[config.mk]
export PLATFORM = sky130hd
export DESIGN_NAME = rvvi_tx_framer
export DESIGN_NICKNAME = d
export VERILOG_FILES = /design/src/rtl/rvvi_tx_framer.sv
export SDC_FILE = /design/constraint.sdc
export NUM_CORES = 2
export LEC_CHECK = 0
export ABC_AREA = 1
export BUFFER_PORTS_ARGS = -buffer_cell sky130_fd_sc_hd__buf_2
export CAP_MARGIN = 20
export CORE_AREA = 2 2 631 633
export CTS_BUF_LIST = sky130_fd_sc_hd__clkbuf_16
export CTS_CLUSTER_DIAMETER = 50
export DETAILED_ROUTE_END_ITERATION = 7
export DIE_AREA = 0 0 633 635
export GPL_TIMING_DRIVEN = 0
export HOLD_SLACK_MARGIN = 0.1
export REMOVE_ABC_BUFFERS = 1
export SETUP_SLACK_MARGIN = 0.3
export SLEW_MARGIN = 20
export SYNTH_ARGS = -nofsm -noshare
export SYNTH_HDL_FRONTEND = slang
export SYNTH_SLANG_ARGS = --single-unit
[constraint.sdc]
create_clock -name clk -period 7.86 [get_ports clk]
set_clock_uncertainty 0.1 [all_clocks]
set_input_delay 2.358 -clock clk [delete_from_list [all_inputs] [get_ports clk]]
set_output_delay 2.358 -clock clk [all_outputs]
set_load 0.02 [all_outputs]
[src/rtl/rvvi_tx_framer.sv]
// Frames RVVI instruction records into 32-bit words: header, zero-padded payload (LSW first).
// Optional mod-2^32 checksum trailer when RVVI_TX_CHECKSUM_EN is defined.
module rvvi_tx_framer #(
  parameter int WIDTH = 792,
  parameter int WORDS = 25
) (
  input  logic             clk,
  input  logic             reset,
  input  logic             InstrValid,
  input  logic [WIDTH-1:0] InstrData,
  output logic             InstrStall,
  input  logic             ReplayValid,
  input  logic [WIDTH-1:0] ReplayData,
  output logic             ReplayStall,
  output logic [31:0]      TxData,
  output logic             TxValid,
  input  logic             TxReady,
  output logic             TxLast
);

`ifdef RVVI_TX_CHECKSUM_EN
  typedef enum logic [1:0] {IDLE, HEADER, PAYLOAD, TRAILER} state_t;
`else
  typedef enum logic [1:0] {IDLE, HEADER, PAYLOAD} state_t;
`endif

  localparam logic [4:0] LAST_WORD = 5'(WORDS - 1);

  state_t                   state, state_next;
  logic [15:0]              seq_num;
  logic [4:0]               word_cnt;
  logic [WORDS-1:0][31:0]   rec;
  logic                     replay_flag;
  logic [WORDS*32-1:0]      pad;
  logic [31:0]              hdr;
  logic                     busy;
`ifdef RVVI_TX_CHECKSUM_EN
  logic [31:0]              csum;
`endif

  assign hdr  = {8'h52, replay_flag, 7'd0, seq_num};
  assign busy = (state != IDLE) && !reset;

  // Stalls depend only on registered state (plus ReplayValid for the instruction side).
  assign ReplayStall = busy;
  assign InstrStall  = busy || ReplayValid;
  assign TxValid     = busy;

  always_comb begin
    pad = '0;
    pad[WIDTH-1:0] = ReplayValid ? ReplayData : InstrData;
  end

  always_comb begin
    state_next = state;
    TxData     = '0;
    TxLast     = 1'b0;
    case (state)
      IDLE: begin
        if (ReplayValid || InstrValid) state_next = HEADER;
      end
      HEADER: begin
        TxData = hdr;
        if (TxReady) state_next = PAYLOAD;
      end
      PAYLOAD: begin
        TxData = rec[word_cnt];
`ifdef RVVI_TX_CHECKSUM_EN
        if (TxReady && word_cnt == LAST_WORD) state_next = TRAILER;
`else
        TxLast = (word_cnt == LAST_WORD);
        if (TxReady && word_cnt == LAST_WORD) state_next = IDLE;
`endif
      end
`ifdef RVVI_TX_CHECKSUM_EN
      TRAILER: begin
        TxData = csum;
        TxLast = 1'b1;
        if (TxReady) state_next = IDLE;
      end
`endif
      default: state_next = IDLE;
    endcase
    if (reset) begin
      TxData = '0;
      TxLast = 1'b0;
    end
  end

  always_ff @(posedge clk) begin
    if (reset) begin
      state       <= IDLE;
      seq_num     <= '0;
      word_cnt    <= '0;
      rec         <= '0;
      replay_flag <= 1'b0;
`ifdef RVVI_TX_CHECKSUM_EN
      csum        <= '0;
`endif
    end else begin
      state <= state_next;
      // Capture only from IDLE; replay wins when both sources are valid.
      if (state == IDLE && (ReplayValid || InstrValid)) begin
        rec         <= pad;
        replay_flag <= ReplayValid;
        word_cnt    <= '0;
`ifdef RVVI_TX_CHECKSUM_EN
        csum        <= '0;
`endif
      end
      if (state == PAYLOAD && TxReady && word_cnt != LAST_WORD)
        word_cnt <= word_cnt + 5'd1;
      if (TxLast && TxReady)
        seq_num <= seq_num + 16'd1;
`ifdef RVVI_TX_CHECKSUM_EN
      if (state == HEADER && TxReady)
        csum <= hdr;
      else if (state == PAYLOAD && TxReady)
        csum <= csum + TxData;
`endif
    end
  end

endmodule

==> out/qor.yml <==
sta:
  drv_slew: 0
  slew_headroom_pct: 30.8
  fmax_ghz: 0.137
  setup_slack_ns: 0.538
  hold_viol: 0
  setup_viol: 0
  tightestPinTransition_ns: 1.03
  rsz0062_at_grt: "false"
  min_period_ns: 7.32
  period_share_pct: 93.1
floorplanning:
  die_y_um: 635
  die_area_mm2: 0.402
  num_rows: 231
  die_x_um: 633
  start_util_pct: 10.9
  io_pins: 1625
  fp.coreArea_mm2: 0.395
setup_path:
  reg2reg_depth: 10
  worstReg2RegEnd: "rec[377]"
  critical_path_class: "input port to output pin"
  critPathCaptureType: "output pin"
  startpoint_type: "input port"
  crit_required_ns: 5.40
  r2r_start: "state[1]"
  path_max_fanout: 67
  reg2reg_slack_ns: 3.74
  crit_arrival_ns: 4.86
logic_synthesis:
  synth_area_mm2: 0.0431
  yosys-top-cells-area: "dfxtp_1 (38%), nand2_1 (21%), a31oi_1 (12%)"
  synth.most_common_cell: "nand2_1"
  avgSynthCellArea_um2: 6.43
  seq_area_frac_synth_pct: 37.9
  synth.distinct_cells: 35
  asyncSetResetFlopFracSynth_pct: 0
  synth_seq_cells: 816
  synth_commonest_cells: "nand2_1 (2,380), o21ai_0 (980), dfxtp_1 (816)"
  synth_edf_count: 0
  synth_cells: 6700
  synth_top_area_share_pct: 37.9
  synthFlopType: "dfxtp_1"
  ys_warn_count: 0
  synth_top_cell_by_area: "dfxtp_1"
drt:
  post-route-drc-count: 0
  via_count: 56431
  viasPerCell: 4.13
  wire_per_inst_um: 29.0
  dr.pass1.iters: 6
  wl_mm: 397
  ant_nets: 0
  drt_iter0_markers: 5013
global_routing:
  antenna_found_initial: 573
  grt-ovfl-total: 0
  grt_pass1_vias: 50158
  grt_start_max_net_pins: 159
  grt_pass1_wl_mm: 499
  grt_use_total_pct: 18.8
hold_path:
  whs_path_depth: 2
  min_from: "replay_flag"
  hold_end: "replay_flag"
  min_path_type: "flip-flop to flip-flop"
clock_tree:
  htree_levels: 4
  cts_root_buffer: "clkbuf_16"
  clk_pin_slew_ns: 0.05
  clock_sinks: 816
  cts_tree: "yes"
  cts_hold_buf: 0
  cts_max_path_buffers: 4
  clk_latency_ns: 0.87
  cts_buffers: 159
placement:
  io_buffers: 1624
  dp_hpwl_mm: 325
  dp_slack_ns: -0.728
  place_congestion: 0.967
finish:
  fillers: 46171
  drive_gt1_share_pct: 24.6
  syn_to_final_growth_pct: 46.7
  layout.nets: 9559
power:
  leakagePower_nw: 26.8
  total_power_w: 0.0186
  powerDensity_mw_per_mm2: 295
  vdd_drop_max_uv: 197
outcome:
  status: "completed"
flow_run:
  cap_viol_max_count: 0
[through the flow]
| step | instances | util [%] | setup TNS [ns] | hold WS, ns | cell area (um^2) |
|---|---|---|---|---|---|
| 2_1_floorplan | 6094 | - | -5270.70 | 0.334 | 40200 |
| 3_3_place_gp | 12960 | 13.9 | - | 0.359 | 54900 |
| 3_5_place_dp | 13035 | 14.4 | -14.31 | 0.356 | 56900 |
| 4_1_cts | 13332 | 15.8 | 0 | 0.365 | 62300 |
| 5_1_grt | 13541 | 15.9 | 0 | 0.398 | 62900 |
| 6_report | 13666 | 16.0 | 0 | 0.366 | 63200 |
[where the power goes]
group	switching [W]	internal [W]	leakage [nW]
Clock	0.00279	0.00420	2.60
Combinational	0.00361	0.00190	17.5
Sequential	0.000663	0.00548	6.77
[per-layer routing]
layer	GRT usage, %	wire, um	vias to the layer above
met3	9.69	51800	1251
li1	-	-	25488
met5	0	2120	-
met4	10.2	24100	288
met1	21.2	149000	26103
met2	28.5	170000	3301
[worst max-delay path by stage]
stage	start	to	slack, ns	cells after the start
2_1_floorplan	word_cnt[0]	TxData[16]	-9.36	8
3_3_place_gp	ReplayValid	InstrStall	-61.90	4
3_5_place_dp	reset	TxData[19]	-0.73	10
4_1_cts	reset	TxData[12]	0.45	11
5_1_grt	reset	TxData[12]	0.36	11
6_report	reset	TxData[12]	0.54	11
[layout by cell type, fill, tap and decap left out, types with 2 or more instances in the layout]
master and instances:
o22ai_1 10, inv_16 4, nand3_1 276, xor2_1 7, buf_6 3, buf_2 1622
inv_6 25, o21ai_0 980, buf_12 12, a31oi_1 792, bufinv_16 11, ha_1 7
buf_4 4, clkinvlp_4 20, buf_16 62, o211ai_1 49, inv_8 10, a22oi_1 5
nand2_1 2380, dfxtp_4 3, a21oi_1 34, o21ai_1 49, dfxtp_1 813, clkinv_8 4
nor2_1 380, nor2_2 3, diode_2 333, bufbuf_16 2, clkinv_1 13, inv_1 287
clkinv_4 11, clkbuf_16 163, nor3_1 10, nor2_4 6, clkinv_2 22
[what timing repair did]
item	4_1_cts	5_1_grt
gates resized for setup	3	0
endpoints found under the setup margin	32	0
buffers inserted	4	0
[critical path, cell delays in order]
cell     delay (ns)
buf_4          0.26
inv_16         0.14
buf_16         0.19
buf_16         0.28
nand2_1        0.20
nor2_4         0.23
buf_12         0.16
buf_12         0.16
nand2_1        0.25
nand2_1        0.12
buf_2          0.24
[logic make-up after synthesis]
kind of cell    after synthesis  share of synthesized area, %
fa+ha+maj                     7                         0.203
xor+xnor                      8                         0.163
buf+inv                     887                          9.11
compound gates             1922                          25.0
flops                       816                          37.9
simple gates               3060                          27.6
[cell type report]
class | instances | area, um^2 | share of cell area (%)
clock inverters | 126 | 1180 | 1.87
multi-input cells | 4997 | 22900 | 36.2
well taps | 5242 | 6560 | 10.4
flip-flops and latches | 816 | 16300 | 25.9
inverters | 281 | 1120 | 1.78
repair inverters | 2 | 17.5 | 0.0277
clock buffers | 163 | 4080 | 6.45
diodes | 333 | 833 | 1.32
repair buffers | 1706 | 10200 | 16.2
[registers in the layout, indices dropped and copies added, names as in the netlist]
name,count
state,2
seq_num,16
word_cnt,5
rec,792
replay_flag,1
(Power assumes the default switching activity.)
